[config.mk]
export PLATFORM = sky130hd
export DESIGN_NAME = mem_ctrl
export DESIGN_NICKNAME = d
export VERILOG_FILES = /design/src/rtl/mem_ctrl.sv
export SDC_FILE = /design/constraint.sdc
export NUM_CORES = 1
export LEC_CHECK = 0
export CORE_ASPECT_RATIO = 1.4
export CORE_MARGIN = 5
export CORE_UTILIZATION = 35
export DETAILED_ROUTE_END_ITERATION = 7
export GPL_ROUTABILITY_DRIVEN = 0
export PLACE_DENSITY = 0.64
export SLEW_MARGIN = 20
export SYNTH_ARGS = -nofsm -noshare
export SYNTH_HDL_FRONTEND = slang
export SYNTH_SLANG_ARGS = --single-unit
[constraint.sdc]
create_clock -name i_clk -period 8.1 [get_ports i_clk]
set_input_delay 1.215 -clock i_clk [delete_from_list [all_inputs] [get_ports i_clk]]
set_output_delay 1.215 -clock i_clk [all_outputs]
set_load 0.005 [all_outputs]
[src/rtl/mem_ctrl.sv]
// Load/store front end for the word-addressed data RAM.
// Byte/half stores use read-modify-write; loads extract and extend the addressed lane.
module mem_ctrl (
  input  logic        i_clk,
  input  logic        i_reset,
  input  logic        i_req_valid,
  output logic        o_req_ready,
  input  logic [31:0] i_req_addr,
  input  logic [31:0] i_req_wdata,
  input  logic        i_req_we,
  input  logic [1:0]  i_req_size,
  input  logic        i_req_unsigned,
  output logic        o_resp_valid,
  output logic [31:0] o_resp_rdata,
  output logic        o_resp_err,
  output logic [29:0] o_ram_addr,
  output logic [31:0] o_ram_din,
  output logic        o_ram_re,
  output logic        o_ram_we,
  input  logic [31:0] i_ram_dout
);

  typedef enum logic [1:0] {S_IDLE, S_LOAD, S_MERGE, S_RESP} state_t;

  state_t      r_state;
  state_t      w_next;
  logic [29:0] r_waddr;
  logic [1:0]  r_boff;
  logic [15:0] r_wdata;
  logic [1:0]  r_size;
  logic        r_uns;
  logic [31:0] r_rdata;
  logic        r_err;

  logic        w_req_err;
  logic [31:0] w_lane;
  logic [31:0] w_load_data;
  logic [31:0] w_mask;
  logic [31:0] w_ins;
  logic [31:0] w_merged;

  assign w_req_err = (i_req_size == 2'd3) ||
                     (i_req_size == 2'd1 && i_req_addr[0]) ||
                     (i_req_size == 2'd2 && i_req_addr[1:0] != 2'd0);

  // Shifting the addressed lane down to bit 0 serves both byte and half loads.
  assign w_lane = i_ram_dout >> {r_boff, 3'b000};

  always_comb begin
    w_load_data = i_ram_dout;
    case (r_size)
      2'd0:    w_load_data = {{24{~r_uns & w_lane[7]}}, w_lane[7:0]};
      2'd1:    w_load_data = {{16{~r_uns & w_lane[15]}}, w_lane[15:0]};
      default: w_load_data = i_ram_dout;
    endcase
  end

  always_comb begin
    w_mask = 32'h0;
    w_ins  = 32'h0;
    if (r_size == 2'd0) begin
      w_mask = 32'h0000_00FF << {r_boff, 3'b000};
      w_ins  = {24'h0, r_wdata[7:0]} << {r_boff, 3'b000};
    end else if (r_size == 2'd1) begin
      w_mask = 32'h0000_FFFF << {r_boff[1], 4'b0000};
      w_ins  = {16'h0, r_wdata} << {r_boff[1], 4'b0000};
    end
  end

  assign w_merged = (i_ram_dout & ~w_mask) | (w_ins & w_mask);

  always_comb begin
    w_next      = r_state;
    o_req_ready = 1'b0;
    o_ram_re    = 1'b0;
    o_ram_we    = 1'b0;
    o_ram_addr  = r_waddr;
    o_ram_din   = w_merged;
    case (r_state)
      S_IDLE: begin
        o_req_ready = 1'b1;
        o_ram_addr  = i_req_addr[31:2];
        o_ram_din   = i_req_wdata;
        if (i_req_valid) begin
          if (w_req_err) begin
            w_next = S_RESP;
          end else if (!i_req_we) begin
            o_ram_re = 1'b1;
            w_next   = S_LOAD;
          end else if (i_req_size == 2'd2) begin
            o_ram_we = 1'b1;
            w_next   = S_RESP;
          end else begin
            o_ram_re = 1'b1;
            w_next   = S_MERGE;
          end
        end
      end
      S_LOAD:  w_next = S_RESP;
      S_MERGE: begin
        o_ram_we = 1'b1;
        w_next   = S_RESP;
      end
      S_RESP:  w_next = S_IDLE;
      default: w_next = S_IDLE;
    endcase
    // Gated combinationally so a reset during MERGE drops the write at once.
    if (i_reset) begin
      o_req_ready = 1'b0;
      o_ram_re    = 1'b0;
      o_ram_we    = 1'b0;
    end
  end

  always_ff @(posedge i_clk or posedge i_reset) begin
    if (i_reset) begin
      r_state <= S_IDLE;
      r_waddr <= '0;
      r_boff  <= '0;
      r_wdata <= '0;
      r_size  <= '0;
      r_uns   <= 1'b0;
      r_rdata <= '0;
      r_err   <= 1'b0;
    end else begin
      r_state <= w_next;
      if (r_state == S_IDLE && i_req_valid) begin
        r_waddr <= i_req_addr[31:2];
        r_boff  <= i_req_addr[1:0];
        r_wdata <= i_req_wdata[15:0];
        r_size  <= i_req_size;
        r_uns   <= i_req_unsigned;
        r_rdata <= '0;
        r_err   <= w_req_err;
      end
      if (r_state == S_LOAD) begin
        r_rdata <= w_load_data;
      end
    end
  end

  assign o_resp_valid = (r_state == S_RESP);
  assign o_resp_rdata = r_rdata;
  assign o_resp_err   = r_err;

endmodule

==> impl_metrics.json <==
{
  "first_pass_iters": 5,
  "peakVddDrop_v": 0.000160,
  "startpoint_type": "flop",
  "root_buffer": "clkbuf_16",
  "tns_ns": 0,
  "power.internal_uw": 1890,
  "status": "complete, no violations",
  "cts.sinks": 86,
  "slew_headroom_pct": 30.7,
  "setup_ws_ns": 3.47,
  "syn_inst": 479,
  "seq_power_share_pct": 28.1,
  "ys_warn_count": 0,
  "std_cell_rows": 51,
  "setup_viol": 0,
  "ys_seq_elements": 86,
  "layout.filler_cells": 1249,
  "end_kind": "output pin",
  "num-nets-final": 762,
  "chipHeight_um": 151,
  "crit_path_start": "r_boff[1]",
  "wl_per_cell_um": 19.9,
  "crit_end": "o_ram_din[17]",
  "io_buffer_count": 201,
  "drv_slew": 0,
  "arrival_ns": 3.41,
  "synthFlopType": "dfrtp_1",
  "cts_resized": 0,
  "timing.fmax_ghz": 0.216,
  "grt_pass1_wl_mm": 26.0,
  "pre_cts_ws_ns": 3.50,
  "dieArea_um2": 16800,
  "synth.most_common_cell": "dfrtp_1",
  "synth.distinct_cells": 41,
  "p_leak_uw": 0.00301,
  "track_usage_pct": 19.6,
  "clk_pin_slew_worst_paths_ns": 0.06,
  "htreeDepth": 3,
  "area_growth_pct": 48.6,
  "required_ns": 6.88,
  "grt_max_degree": 101,
  "dpl_cell_area_um2": 7100,
  "overflow": 0,
  "numCtsBuffers": 9,
  "antenna_found_initial": 1,
  "hold_violations": 0,
  "wl_mm": 16.8,
  "fin_area_um2": 7410,
  "initial_core_util_pct": 35.7,
  "syn_nets": 586,
  "comb_power_share_pct": 57.6,
  "die_w_um": 111,
  "ys_seq_area_share_pct": 43.2,
  "crit_type": "flop to output pin",
  "synth_area_per_cell_um2": 10.4,
  "drc": 0,
  "rsz0062_at_grt": "no",
  "cts_setup_buffers": 0,
  "synth_top_area_cell": "dfrtp_1",
  "clk_latency_ns": 0.35,
  "vias": 4527,
  "ys_top_cells_by_area": "dfrtp_1 (43%), mux2_2 (18%), o21ai_0 (5.5%)",
  "core_um2": 14000,
  "io_pins": 202,
  "synth_async_sr_flop_share_pct": 100,
  "worst_pin_slew_ns": 1.04,
  "cap_violations": 0,
  "cts.path.max_buffers": 2,
  "cts_tree": "yes",
  "clock_skew_ns": 0.00490,
  "r2r_slack_ns": 5.06,
  "p_sw_uw": 1080,
  "p_per_area_nw_per_um2": 400,
  "ant_nets": 0,
  "fin_crit_sh_pct": 57.1,
  "r2r-start": "r_state[0]",
  "reg2reg_depth": 6,
  "drive_gt1_share_pct": 17.0,
  "dp_hpwl_mm": 12.9,
  "worstReg2RegEnd": "o_resp_rdata[29]",
  "syn_area_um2": 4990,
  "netlist_top_cells_count": "dfrtp_1 (86), mux2_2 (81), o21ai_0 (55)",
  "pwr-share-clk_pct": 14.3,
  "synth-edff-count": 0,
  "drt_iter0_markers": 204,
  "critPathMaxFanout": 25,
  "synth_top_cell_area_share_pct": 43.2,
  "post-route-min-period_ns": 4.63,
  "final_util_pct": 53.0,
  "hold_class": "flop to flop",
  "cts_hold_buf": 0,
  "via_per_inst": 5.35,
  "power_switching_share_pct": 36.3,
  "grt_pass1_vias": 4651
}
## sequential cells by signal, summed over array words and instances, names as in the netlist
| name | cells |
|---|---|
| o_resp_rdata | 32 |
| r_waddr | 30 |
| r_wdata | 16 |
| r_boff | 2 |
| r_size | 2 |
| r_state | 2 |
| o_resp_err | 1 |
| r_uns | 1 |
## layer usage
metal,wire length [um],share of wire [%],global-route usage [%],up-vias
met5,0,0,0,-
met4,437,2.6,8.26,0
li1,-,-,-,2129
met1,6420,38,22.5,2189
met3,1090,6.5,4.48,29
met2,8890,53,35.2,180
## kinds of logic (layout without fill, tap and decap cells)
group | count (synthesis) | in the layout | share of synthesized area (%)
AND/OR/NAND/NOR | 100 | 100 | 9.28
multiplexers | 108 | 108 | 24.0
flip-flops | 86 | 86 | 43.2
other | 0 | 1 | 0
buffers and inverters | 46 | 227 | 4.09
AO/OA/AOI/OAI | 135 | 135 | 18.5
adder cells (fa/ha/maj) | 4 | 4 | 1.00
## worst min-delay path by stage
stage               slack, ns              end  cells past startpoint            start
detailed placement       0.47  o_resp_rdata[2]                      2  o_resp_rdata[2]
CTS                      0.49  o_resp_rdata[2]                      2  o_resp_rdata[2]
finish                   0.48  o_resp_rdata[2]                      2  o_resp_rdata[2]
floorplan                0.47  o_resp_rdata[7]                      2  o_resp_rdata[7]
global placement         0.47  o_resp_rdata[1]                      2  o_resp_rdata[1]
global route             0.52      r_waddr[15]                      1      r_waddr[15]
## per-stage QoR
stage | total power (uW) | hold WS [ns] | std cells
final | 2960 | 0.480 | 846
after global routing | 3160 | 0.518 | 846
after CTS | 2990 | 0.487 | 845
after detailed placement | 2550 | 0.473 | 829
after global placement | 2510 | 0.468 | 829
after floorplan | 1710 | 0.470 | 479
## layout make-up
type	count	area, um^2	area share (%)
Clock buffer	9	225	3.04
Timing Repair Buffer	204	2040	27.5
Sequential cell	86	2150	29.0
Clock inverter	7	77.6	1.05
Inverter	7	27.5	0.371
Multi-Input combinational cell	347	2660	35.8
Tap cell	185	231	3.12
Antenna cell	1	2.50	0.0338
## power groups by stage
stage / Sequential (uW) / Combinational, uW / Clock (uW)
after CTS: 829 / 1730 / 433
final: 831 / 1710 / 425
after floorplan: 740 / 967 / 0
after global placement: 824 / 1690 / 0
after global routing: 859 / 1840 / 453
after detailed placement: 834 / 1720 / 0
## critical path: stages, from the launching register on
cell and delay [ns]:
dfrtp_1 1.00, nor2b_1 0.72, nand2_2 0.38, mux2i_1 0.24
o21ai_0 0.18, clkdlybuf4s50_1 0.54
## cells in the final DEF, fill, tap and decap left out, types with 2 or more instances in the layout
cell	Yosys	routed
mux2_2	81	81
a221o_1	16	16
nor2_1	11	11
a211oi_1	8	8
inv_6	0	4
clkdlybuf4s50_1	0	201
clkbuf_16	0	9
inv_1	7	6
o21ai_0	55	55
nand2_2	2	2
a21oi_1	9	9
and3_1	2	2
dfrtp_1	86	86
a22oi_1	19	19
nand2_1	54	54
mux2i_1	26	26
a22o_1	8	8
ha_1	4	3
nand3_1	4	4
nand2b_1	5	5
buf_4	1	2
nor2b_1	13	13
o221ai_1	4	4
o22a_1	8	8
clkinv_2	0	2
Note: power is estimated with default switching activity, not from simulation.
